<file path="src/rtl/char_sequencer.sv">
// Per-frame character controller: button sampling, idle/walk/attack FSM and x position.
// Every register advances only on frame_tick, so outputs hold steady for a whole frame.
module char_sequencer #(
  parameter int START_FRAMES        = 5,
  parameter int ACTIVE_FRAMES       = 2,
  parameter int RECOVERY_FRAMES     = 16,
  parameter int DIR_START_FRAMES    = 4,
  parameter int DIR_ACTIVE_FRAMES   = 3,
  parameter int DIR_RECOVERY_FRAMES = 15,
  parameter int STEP_FWD            = 3,
  parameter int STEP_BACK           = 2,
  parameter int X_MIN               = 0,
  parameter int X_MAX               = 512,
  parameter int X_INIT              = 64,
  parameter int Y_POS               = 240
) (
  input  logic       clk,
  input  logic       rst_n,
  input  logic       frame_tick,
  input  logic       btn_left,
  input  logic       btn_right,
  input  logic       btn_attack,
  output logic [3:0] char_state,
  output logic [9:0] char_x_pos,
  output logic [9:0] char_y_pos,
  output logic       hit_live,
  output logic       busy
);

  typedef enum logic [3:0] {
    IDLE         = 4'd0,
    LEFT         = 4'd1,
    RIGHT        = 4'd2,
    ATK_START    = 4'd3,
    ATK_ACTIVE   = 4'd4,
    ATK_RECOVERY = 4'd5,
    DIR_START    = 4'd6,
    DIR_ACTIVE   = 4'd7,
    DIR_RECOVERY = 4'd8
  } state_t;

  localparam logic [4:0] L_START     = 5'(START_FRAMES - 1);
  localparam logic [4:0] L_ACTIVE    = 5'(ACTIVE_FRAMES - 1);
  localparam logic [4:0] L_RECOVERY  = 5'(RECOVERY_FRAMES - 1);
  localparam logic [4:0] L_DSTART    = 5'(DIR_START_FRAMES - 1);
  localparam logic [4:0] L_DACTIVE   = 5'(DIR_ACTIVE_FRAMES - 1);
  localparam logic [4:0] L_DRECOVERY = 5'(DIR_RECOVERY_FRAMES - 1);

  state_t      state, state_nxt;
  logic [4:0]  cnt, cnt_nxt;
  logic [9:0]  x, x_nxt;
  logic        atk_prev;
  logic        atk_edge, one_dir;
  logic [10:0] x_ext;
  logic [9:0]  x_left, x_right;

  assign atk_edge = btn_attack & ~atk_prev;
  assign one_dir  = btn_left ^ btn_right;
  assign x_ext    = {1'b0, x};

  // 11-bit compare keeps the clamp free of wrap-around at both edges
  always_comb begin
    x_left  = 10'(x_ext - 11'(STEP_BACK));
    x_right = 10'(x_ext + 11'(STEP_FWD));
    if (x_ext < 11'(X_MIN + STEP_BACK))        x_left  = 10'(X_MIN);
    if (x_ext + 11'(STEP_FWD) > 11'(X_MAX))    x_right = 10'(X_MAX);
  end

  always_comb begin
    state_nxt = state;
    cnt_nxt   = cnt;
    x_nxt     = x;
    case (state)
      IDLE, LEFT, RIGHT: begin
        if (atk_edge && one_dir) begin
          state_nxt = DIR_START;
          cnt_nxt   = L_DSTART;
        end else if (atk_edge) begin
          state_nxt = ATK_START;
          cnt_nxt   = L_START;
        end else if (btn_left && !btn_right) begin
          state_nxt = LEFT;
          x_nxt     = x_left;
        end else if (btn_right && !btn_left) begin
          state_nxt = RIGHT;
          x_nxt     = x_right;
        end else begin
          state_nxt = IDLE;
        end
      end
      ATK_START: begin
        if (cnt != 5'd0) cnt_nxt = cnt - 5'd1;
        else begin state_nxt = ATK_ACTIVE; cnt_nxt = L_ACTIVE; end
      end
      ATK_ACTIVE: begin
        if (cnt != 5'd0) cnt_nxt = cnt - 5'd1;
        else begin state_nxt = ATK_RECOVERY; cnt_nxt = L_RECOVERY; end
      end
      ATK_RECOVERY: begin
        if (cnt != 5'd0) cnt_nxt = cnt - 5'd1;
        else begin state_nxt = IDLE; cnt_nxt = 5'd0; end
      end
      DIR_START: begin
        if (cnt != 5'd0) cnt_nxt = cnt - 5'd1;
        else begin state_nxt = DIR_ACTIVE; cnt_nxt = L_DACTIVE; end
      end
      DIR_ACTIVE: begin
        if (cnt != 5'd0) cnt_nxt = cnt - 5'd1;
        else begin state_nxt = DIR_RECOVERY; cnt_nxt = L_DRECOVERY; end
      end
      DIR_RECOVERY: begin
        if (cnt != 5'd0) cnt_nxt = cnt - 5'd1;
        else begin state_nxt = IDLE; cnt_nxt = 5'd0; end
      end
      default: begin
        state_nxt = IDLE;
        cnt_nxt   = 5'd0;
      end
    endcase
  end

  // atk_prev resets high so a button held through reset cannot fire
  always_ff @(posedge clk or negedge rst_n) begin
    if (!rst_n) begin
      state    <= IDLE;
      cnt      <= 5'd0;
      x        <= 10'(X_INIT);
      atk_prev <= 1'b1;
      hit_live <= 1'b0;
      busy     <= 1'b0;
    end else if (frame_tick) begin
      state    <= state_nxt;
      cnt      <= cnt_nxt;
      x        <= x_nxt;
      atk_prev <= btn_attack;
      hit_live <= (state_nxt == ATK_ACTIVE) || (state_nxt == DIR_ACTIVE);
      busy     <= state_nxt inside {ATK_START, ATK_ACTIVE, ATK_RECOVERY,
                                    DIR_START, DIR_ACTIVE, DIR_RECOVERY};
    end
  end

  assign char_state = state;
  assign char_x_pos = x;
  assign char_y_pos = 10'(Y_POS);

endmodule

</file>
<file path="config.mk">
export PLATFORM = sky130hd
export DESIGN_NAME = char_sequencer
export DESIGN_NICKNAME = d
export VERILOG_FILES = /design/src/rtl/char_sequencer.sv
export SDC_FILE = /design/constraint.sdc
export NUM_CORES = 1
export LEC_CHECK = 0
export CORE_ASPECT_RATIO = 1.4
export CORE_MARGIN = 3
export CORE_UTILIZATION = 35
export CTS_CLUSTER_DIAMETER = 50
export DETAILED_ROUTE_END_ITERATION = 12
export PLACE_DENSITY = 0.56
export SYNTH_ARGS = -nofsm -noshare
export SYNTH_HDL_FRONTEND = slang
export SYNTH_SLANG_ARGS = --single-unit
</file>
<file path="constraint.sdc">
create_clock -name clk -period 2.5 [get_ports clk]
set_clock_uncertainty 0.15 [all_clocks]
set_input_delay 0.625 -clock clk [delete_from_list [all_inputs] [get_ports clk]]
set_output_delay 0.625 -clock clk [all_outputs]
set_load 0.05 [all_outputs]
</file>
==> results.sh, run 1 <==
export IMPL_synth_top_family_by_area="compound AO/OA/AOI/OAI gates"
export IMPL_grt_max_degree=23
export IMPL_ys_warn_count=0
export IMPL_cts_made_buffers=3
export IMPL_p_sw_uw=1420
export IMPL_leakage_uw=0.00109
export IMPL_synth_edf_count=0
export IMPL_num_vias=1941
export IMPL_grt_pass1_wl_mm=9.07
export IMPL_power_density_nw_per_um2=1130
export IMPL_coreArea_sq_um=5610
export IMPL_drtIter0Drc=76
export IMPL_synth_compound_area_frac=0.262
export IMPL_syn_area_per_cell_sq_um=8.31
export IMPL_cp_max_fo=9
export IMPL_tritoncts="yes"
export IMPL_place_ws_ps=-227
export IMPL_async_flop_share=1.00
export IMPL_p_int_uw=1530
export IMPL_synth_area_sq_um=2050
export IMPL_yosysTopAreaCell="dfrtp_1"
export IMPL_gr_usage_all_layers=0.164
export IMPL_seqPwrFrac=0.215
export IMPL_swShare=0.481
export IMPL_status="finished clean"
export IMPL_dieArea_sq_um=6830
export IMPL_maxCapViolations=0
export IMPL_ctsHoldBuffers=0
export IMPL_postRouteAntennaNets=0
export IMPL_setup_violations=0
export IMPL_area_delta_synth_final_pct=27.2
export IMPL_power_uw=2940
export IMPL_hold_viol=0
export IMPL_worst_path_largest_cell_delay_ps=810
export IMPL_io_pins=32
export IMPL_ys_seq_area_frac=0.270
export IMPL_die_h_um=96.6
export IMPL_wl_per_cell_um=14.9
export IMPL_portBuffers=21
export IMPL_min_period_ps=2410
export IMPL_grt_pass1_vias=1956
export IMPL_grt_overflow=0
export IMPL_layout_common_cells="49 x buf_4, 23 x nand2_1, 17 x dfrtp_1"
export IMPL_rows=32
export IMPL_clockBufferDepth=2
export IMPL_crit_chain="buf_4 > clkdlybuf4s50_1"
export IMPL_path_clk_slew_ps=80
export IMPL_syn_inst=247
export IMPL_cts_root_buf="clkbuf_8"
export IMPL_ir_drop_v=0.000513
export IMPL_clkPwrFrac=0.111
export IMPL_nNetsFinal=308
export IMPL_combPwrFrac=0.673
export IMPL_ys_ff_latch=22
export IMPL_fin_ws_ps=93.1
export IMPL_clock_sinks=22
export IMPL_drv_slew=0
export IMPL_tightest_slew_ps=517
export IMPL_cts_htree_levels=1
export IMPL_synth_top_area_frac=0.244
export IMPL_drc=0
export IMPL_synth_ff_type="dfrtp_1"
export IMPL_synthSimpleGateAreaFrac=0.249
export IMPL_required_ps=1730
export IMPL_clk_latency_ps=260
export IMPL_die_w_um=70.7
export IMPL_hp_class="flop to flop"
export IMPL_dp_hpwl_mm=4.23
export IMPL_gp_congestion=0.819
export IMPL_synth_xor_area_frac=0.00427
export IMPL_fmax_ghz=0.415
export IMPL_synth_area_leaders="dfrtp_1 24%, ha_1 4.9%, buf_4 4.4%"
export IMPL_start_kind="flop"
export IMPL_path_class="flop to output port"
export IMPL_relSlewSlack=0.651
export IMPL_post_route_period_util=0.963
export IMPL_drt_first_pass_iters=4
export IMPL_vias_per_cell=5.38
export IMPL_cpMaxStageDelayCell="clkdlybuf4s50_1"
export IMPL_critPathCaptureType="output port"
export IMPL_crit_arrival_ps=1630
export IMPL_start_util=0.366
export IMPL_diodes=0
export IMPL_final_common_cell="buf_4"
export IMPL_drive_gt1_frac=0.300
export IMPL_wirelength_mm=5.37
export IMPL_grt_antenna_before_repair=0
export IMPL_yosys_mux_area_fraction=0.0421
export IMPL_ys_types=69
export IMPL_synth_adder_area_share=0.0488
layer usage:
layer / vias up / share of wire / global-route usage / wire length (um)
met5: - / 0 / 0 / 0
met1: 945 / 0.41 / 0.179 / 2230
met2: 27 / 0.56 / 0.319 / 2990
met4: 0 / 0.0058 / 0.0596 / 31
met3: 2 / 0.023 / 0.0207 / 122
li1: 967 / - / - / -
synth_stat cells, types with 2 or more instances:
library cell and instances:
buf_6 3, nand2b_1 8, nor4_1 3, o31ai_1 4
clkbuf_1 6, nor2_1 15, nand3_1 2, a31oi_1 4
a21oi_2 2, o32ai_1 2, and3_1 2, mux2i_1 3
nor3_1 9, conb_1 2, o32a_1 2, buf_2 3
and2_1 2, buf_4 12, nor2b_1 4, o21ai_1 5
mux2_2 5, or3_1 2, inv_1 12, o21ai_0 16
nand2_1 23, ha_1 8, nand4_1 2, dfstp_2 2
o211ai_1 2, or2_2 2, clkbuf_8 3, dfrtp_1 20
nor3b_1 7, a21oi_1 15
power groups by stage:
stage	clock network [uW]	registers, uW	logic [uW]
6_report	328	634	1980
5_1_grt	355	658	2160
4_1_cts	337	627	1900
3_5_place_dp	0	632	1890
3_3_place_gp	0	633	1870
2_1_floorplan	0	928	975
sequential cells by signal, indices dropped and copies added, names as in the netlist:
register	cells
atk_prev	1
busy	1
hit_live	1
cnt	5
char_state	4
char_x_pos	10
final cells by class:
type                            count  area [sq um]
Tap cell                           68          85.1
Timing Repair Buffer               61           498
Clock inverter                      1          30.0
Multi-Input combinational cell    194          1350
Clock buffer                        3          41.3
Fill cell                         588          3000
Sequential cell                    22           557
Inverter                           12          47.5
cells by family (layout without fill, tap and decap cells):
logic type,after synthesis,after routing
and+or+nand+nor,91,91
AOI/OAI and AO/OA,76,76
buffers and inverters,39,77
DFF,22,22
adders and majority gates,8,8
muxes,8,8
other,2,10
xor gates and xnor gates,1,1
critical path, delay by kind of cell (launching register included):
family | cells | cell delay (ps)
buffers and inverters | 2 | 970
flip-flops | 1 | 400
path summary, 6_finish.rpt:
| path | from | to | slack [ps] | depth (start not counted) |
|---|---|---|---|---|
| max in group asynchronous | rst_n | atk_prev$_DFFE_PN1P_ | 1370 | 2 |
| min | busy$_DFFE_PN0P_ | busy$_DFFE_PN0P_ | 370 | 1 |
| max | char_x_pos[2]$_DFFE_PN0P_ | char_x_pos[2] | 90 | 2 |
| max reg2reg | char_x_pos[1]$_DFFE_PN0P_ | char_x_pos[4]$_DFFE_PN0P_ | 120 | 9 |
| min reg2reg | busy$_DFFE_PN0P_ | busy$_DFFE_PN0P_ | 370 | 1 |
| min in group asynchronous | rst_n | cnt[1]$_DFFE_PN0P_ | 560 | 2 |
metrics by stage:
step	cell area, sq um	cells	TNS [ps]	util	hold slack, ps
2_1_floorplan	2090	255	0	-	179
3_3_place_gp	2450	355	-1160	0.437	344
3_5_place_dp	2450	355	-1520	0.437	350
4_1_cts	2530	360	0	0.452	369
5_1_grt	2610	361	-10.6	0.466	431
6_report	2610	361	0	0.466	366
timing repair:
| item | 4_1_cts | 5_1_grt |
|---|---|---|
| endpoints found under the setup margin | 1 | 13 |
| resized for setup | 2 | 15 |
| pin swaps | 1 | 1 |
| buffers inserted | 1 | 1 |
Note: power is estimated with default switching activity, not from simulation.
==> inputs of run 2 (changes only) <==
--- a/config.mk
+++ b/config.mk
@@ -11,6 +11,7 @@
 export CTS_CLUSTER_DIAMETER = 50
 export DETAILED_ROUTE_END_ITERATION = 12
 export PLACE_DENSITY = 0.56
+export RECOVER_POWER = 50
 export SYNTH_ARGS = -nofsm -noshare
 export SYNTH_HDL_FRONTEND = slang
 export SYNTH_SLANG_ARGS = --single-unit
==> run 2 against run 1 <==
- register-to-register slack is essentially flat
- clock power is essentially flat
- non-clock buffer count is the same
- setup slack is essentially flat
- critical path depth is the same
- sequential share of layout area grew 0.25 points
- die area is the same
- count of clock-buffer cells in the layout is the same
- wire length is essentially flat
- power shrank 1.2%
- utilization shrank 0.54 points
- largest power group unchanged
- fmax is essentially flat
==> results.sh, run 2 (same netlist as run 1, synthesis figures left out) <==
export IMPL_clk_latency_ps=260
export IMPL_diodes=0
export IMPL_tritoncts="yes"
export IMPL_crit_arrival_ps=1630
export IMPL_critical_path_buf_inv_count=2
export IMPL_wl_met3_um=117
export IMPL_wl_per_cell_um=14.9
export IMPL_wl_met1_mm=2.26
export IMPL_start_util=0.366
export IMPL_cpMaxStageDelayCell="clkdlybuf4s50_1"
export IMPL_fin_cells=361
export IMPL_die_w_um=70.7
export IMPL_r2r_setup_slack_ps=130
export IMPL_fmax_ghz=0.416
export IMPL_nNetsFinal=308
export IMPL_wirelength_mm=5.37
export IMPL_final_common_cell="buf_4"
export IMPL_crit_family="buffers and inverters"
export IMPL_start_kind="flop"
export IMPL_r2r_end="char_x_pos[4]$_DFFE_PN0P_"
export IMPL_portBuffers=21
export IMPL_path_class="flop to output port"
export IMPL_hp_class="flop to flop"
export IMPL_post_route_period_util=0.963
export IMPL_gr_usage_all_layers=0.164
export IMPL_grt_max_degree=23
export IMPL_crit_chain="buf_4 > clkdlybuf4s50_1"
export IMPL_clockBufferDepth=2
export IMPL_rows=32
export IMPL_hp_start="busy$_DFFE_PN0P_"
export IMPL_hold_viol=0
export IMPL_cp_max_fo=9
export IMPL_gp_congestion=0.819
export IMPL_postRouteAntennaNets=0
export IMPL_worst_path_largest_cell_delay_ps=810
export IMPL_wl_met2_mm=2.96
export IMPL_grt_pass1_vias=1956
export IMPL_clock_sinks=22
export IMPL_tns_ps=0
export IMPL_tightest_slew_ps=1180
export IMPL_coreArea_sq_um=5610
export IMPL_rr_startpoint="char_x_pos[1]$_DFFE_PN0P_"
export IMPL_num_vias=1937
export IMPL_drive_gt1_frac=0.273
export IMPL_cts_made_buffers=3
export IMPL_path_clk_slew_ps=80
export IMPL_dieArea_sq_um=6830
export IMPL_grt_antenna_before_repair=0
export IMPL_drtIter0Drc=67
export IMPL_power_density_nw_per_um2=1130
export IMPL_fill_cells=596
export IMPL_setup_violations=0
export IMPL_drc=0
export IMPL_cts_htree_levels=1
export IMPL_drt_first_pass_iters=4
export IMPL_drv_slew=0
export IMPL_die_h_um=96.6
export IMPL_largest_register_ffs=10
export IMPL_io_pins=32
export IMPL_critPathCaptureType="output port"
export IMPL_ctsHoldBuffers=0
export IMPL_dp_hpwl_mm=4.23
export IMPL_routed_top_layer="met4"
export IMPL_ff2ff_path_depth=9
export IMPL_dp_cells=355
export IMPL_relSlewSlack=0.217
export IMPL_required_ps=1730
export IMPL_grt_overflow=0
export IMPL_area_delta_synth_final_pct=25.7
export IMPL_leakage_uw=0.00106
export IMPL_layout_common_cells="41 x buf_4, 23 x nand2_1, 17 x dfrtp_1"
export IMPL_whs_ps=365
export IMPL_holdPathStages=1
export IMPL_maxCapViolations=0
export IMPL_grt_pass1_wl_mm=9.07
export IMPL_worst_path_stages=2
export IMPL_min_period_ps=2410
export IMPL_whs_endpoint="busy$_DFFE_PN0P_"
export IMPL_ir_drop_v=0.000512
export IMPL_vias_per_cell=5.37
export IMPL_status="finished clean"
export IMPL_cts_root_buf="clkbuf_8"
-- run 2: cell types whose count changed in the layout (fill, tap and decap cells not counted) --
| cell | previous run | this run |
|---|---|---|
| clkbuf_1 | 0 | 8 |
| clkdlybuf4s50_1 | 11 | 10 |
| dlygate4sd3_1 | 0 | 1 |
| buf_4 | 49 | 41 |
-- run 2: layout make-up --
type | instances | area [sq um] | share of cell area
clock buffers | 3 | 41.3 | 0.0160
repair buffers | 61 | 468 | 0.181
well taps | 68 | 85.1 | 0.0330
multi-input cells | 194 | 1350 | 0.524
inverters | 12 | 47.5 | 0.0184
flip-flops and latches | 22 | 557 | 0.216
clock inverters | 1 | 30.0 | 0.0116
-- run 2: what timing repair did --
item,in CTS,in global routing
setup buffers,1,1
setup endpoints to repair,1,13
pin swaps,1,1
resized for setup,2,15
-- run 2: layer usage --
metal,GRT usage,vias to the layer above
li1,-,968
met3,0.0207,2
met1,0.179,942
met2,0.319,25
met5,0,-
met4,0.0596,0
-- run 2: power breakdown --
group          internal (uW)  switching (uW)  leakage, uW
Combinational            791            1160     0.000763
Sequential               487             146     0.000262
Clock                    214             115    0.0000357
-- run 2: worst max path at each step --
stage | from | endpoint | slack, ps
after floorplan | char_x_pos[1]$_DFFE_PN0P_ | char_x_pos[6]$_DFFE_PN1P_ | 50
after global placement | btn_left | hit_live$_DFFE_PN0P_ | -200
after detailed placement | btn_left | hit_live$_DFFE_PN0P_ | -230
after CTS | char_x_pos[1]$_DFFE_PN0P_ | char_x_pos[2]$_DFFE_PN0P_ | 20
after global routing | char_x_pos[1]$_DFFE_PN0P_ | char_x_pos[1]$_DFFE_PN0P_ | -10
final | char_x_pos[2]$_DFFE_PN0P_ | char_x_pos[2] | 90
-- run 2: metrics by stage --
step | util | cell area [sq um] | setup WS (ps) | power (uW)
6_report | 0.460 | 2580 | 93.5 | 2910
5_1_grt | 0.460 | 2580 | -10.6 | 3130
4_1_cts | 0.452 | 2530 | 20.5 | 2870
3_5_place_dp | 0.437 | 2450 | -227 | 2520
3_3_place_gp | 0.437 | 2450 | -202 | 2510
2_1_floorplan | - | 2090 | 49.3 | 1900
-- run 2: worst register-to-register path: stages, from the launching register on --
cell	delay, ps
dfrtp_2	450
inv_4	90
ha_2	190
a21oi_4	80
or4_1	540
o211a_1	200
o21ai_4	200
nand3_2	110
buf_4	150
o21ai_1	140
==> inputs of run 3 (changes only) <==
--- a/config.mk
+++ b/config.mk
@@ -6,7 +6,6 @@
 export NUM_CORES = 1
 export LEC_CHECK = 0
 export CORE_ASPECT_RATIO = 1.4
-export CORE_MARGIN = 3
 export CORE_UTILIZATION = 35
 export CTS_CLUSTER_DIAMETER = 50
 export DETAILED_ROUTE_END_ITERATION = 12
==> run 3 against run 2 <==
- via count is 2.9% higher
- largest cell class unchanged
- first-iteration DRC count is 64% higher
- flip-flop and latch count stayed put
- global-route usage is 2.3 points higher
- register-to-register slack worse by 80 ps
- critical path type is now flop to flop
- critical endpoint is now char_x_pos[1]$_DFFE_PN0P_
==> results.sh, run 3 (same netlist as run 1, synthesis figures left out) <==
export IMPL_cts_made_buffers=3
export IMPL_fill_cells=587
export IMPL_diodes=0
export IMPL_hold_viol=0
export IMPL_drc=0
export IMPL_stdcell_area_sq_um=2550
export IMPL_crit_arrival_ps=2460
export IMPL_hp_class="flop to flop"
export IMPL_ff2ff_path_depth=8
export IMPL_whs_ps=394
export IMPL_p_sw_uw=1420
export IMPL_p_int_uw=1470
export IMPL_ir_drop_v=0.000507
export IMPL_multi_input_area_sq_um=1340
export IMPL_holdPathStages=1
export IMPL_tightest_slew_ps=1250
export IMPL_clkPwrFrac=0.116
export IMPL_rows=32
export IMPL_gr_usage_all_layers=0.187
export IMPL_gp_congestion=0.860
export IMPL_required_ps=2510
export IMPL_drt_first_pass_iters=4
export IMPL_drv_slew=0
export IMPL_status="finished clean"
export IMPL_fmax_ghz=0.408
export IMPL_critPathCaptureType="flop"
export IMPL_largest_register_ffs=10
export IMPL_maxCapViolations=0
export IMPL_clockBufferDepth=2
export IMPL_drive_gt1_frac=0.269
export IMPL_dpl_cell_area_sq_um=2450
export IMPL_power_density_nw_per_um2=1130
export IMPL_nNetsFinal=309
export IMPL_setup_violations=0
export IMPL_seqPwrFrac=0.227
export IMPL_cts_htree_levels=1
export IMPL_rr_startpoint="char_x_pos[1]$_DFFE_PN0P_"
export IMPL_die_h_um=92.6
export IMPL_grt_pass1_wl_mm=9.01
export IMPL_r2r_end="char_x_pos[1]$_DFFE_PN0P_"
export IMPL_hp_start="cnt[1]$_DFFE_PN0P_"
export IMPL_combPwrFrac=0.657
export IMPL_seqCellArea_sq_um=557
export IMPL_ctsHoldBuffers=0
export IMPL_drtIter0Drc=110
export IMPL_die_w_um=66.7
export IMPL_cts_root_buf="clkbuf_8"
export IMPL_relSlewSlack=0.167
export IMPL_postRouteAntennaNets=0
export IMPL_min_period_ps=2450
export IMPL_grt_antenna_before_repair=0
export IMPL_post_route_period_util=0.981
export IMPL_leakage_uw=0.00106
export IMPL_clock_sinks=22
export IMPL_grt_max_degree=23
export IMPL_vias_per_cell=5.51
export IMPL_dp_hpwl_mm=4.13
export IMPL_portBuffers=21
export IMPL_dieArea_sq_um=6180
export IMPL_path_class="flop to flop"
export IMPL_swShare=0.492
export IMPL_start_kind="flop"
export IMPL_path_clk_slew_ps=90
export IMPL_tritoncts="yes"
export IMPL_num_vias=1994
export IMPL_clk_latency_ps=270
export IMPL_layout_common_cells="42 x buf_4, 23 x nand2_1, 17 x dfrtp_1"
export IMPL_cp_max_fo=7
export IMPL_start_util=0.369
export IMPL_area_delta_synth_final_pct=24.5
export IMPL_final_common_cell="buf_4"
export IMPL_r2r_setup_slack_ps=50
export IMPL_wirelength_mm=5.53
export IMPL_wl_per_cell_um=15.3
export IMPL_coreArea_sq_um=5570
export IMPL_grt_pass1_vias=1930
export IMPL_whs_endpoint="cnt[1]$_DFFE_PN0P_"
export IMPL_grt_overflow=0
export IMPL_io_pins=32
run 3: cell types whose count changed in the layout (fill, tap and decap cells not counted), sizes merged:
cell / previous run / this run
clkbuf: 11 / 12
dlygate4sd3: 1 / 0
clkdlybuf4s50: 10 / 11
run 3: worst max path at each step:
stage,from,to,depth (start not counted)
floorplan,char_x_pos[1]$_DFFE_PN0P_,char_x_pos[6]$_DFFE_PN1P_,8
global placement,btn_left,hit_live$_DFFE_PN0P_,8
detailed placement,btn_left,hit_live$_DFFE_PN0P_,8
CTS,char_x_pos[1]$_DFFE_PN0P_,char_x_pos[4]$_DFFE_PN0P_,9
global route,char_x_pos[1]$_DFFE_PN0P_,char_x_pos[1]$_DFFE_PN0P_,8
finish,char_x_pos[1]$_DFFE_PN0P_,char_x_pos[1]$_DFFE_PN0P_,8
run 3: layout make-up:
cell class / count / area share
clock inverter: 1 / 0.0118
tap: 68 / 0.0333
sequential: 22 / 0.218
inverter: 12 / 0.0176
multi-input combinational: 194 / 0.523
timing repair buffer: 62 / 0.180
clock buffer: 3 / 0.0162
run 3: timing repair:
action,in CTS,in global routing
gates resized for setup,3,9
endpoints found under the hold margin,0,0
endpoints found under the setup margin,1,11
buffers inserted,0,2
pin swaps,1,2
run 3: metrics by stage:
step           cells  power, uW  setup TNS [ps]  setup WS (ps)  utilization
2_1_floorplan    255       1900               0           49.3            -
3_3_place_gp     356       2490           -1210           -193        0.440
3_5_place_dp     356       2510           -1510           -237        0.440
4_1_cts          360       2880               0           19.7        0.454
5_1_grt          362       3100           -35.3          -27.6        0.459
6_report         362       2900               0           47.2        0.459
run 3: power by group through the flow:
stage               registers (uW)  clock network, uW  logic [uW]
finish                         659                335        1900
global route                   682                355        2060
CTS                            656                344        1880
detailed placement             662                  0        1850
global placement               658                  0        1830
floorplan                      928                  0         975
run 3: metal layers:
| layer | wire length (um) | global-route usage | vias to the layer above |
|---|---|---|---|
| li1 | - | - | 979 |
| met1 | 2350 | 0.218 | 956 |
| met2 | 2890 | 0.338 | 49 |
| met3 | 147 | 0.0148 | 10 |
| met4 | 139 | 0.0798 | 0 |
| met5 | 0 | 0 | - |
run 3: critical path: stages, from the launching register on:
cell	delay (ps)
dfrtp_2	440
inv_2	100
ha_2	200
a21oi_4	90
or4_1	540
o211a_1	210
o21ai_4	220
nand2_1	130
o31ai_1	270
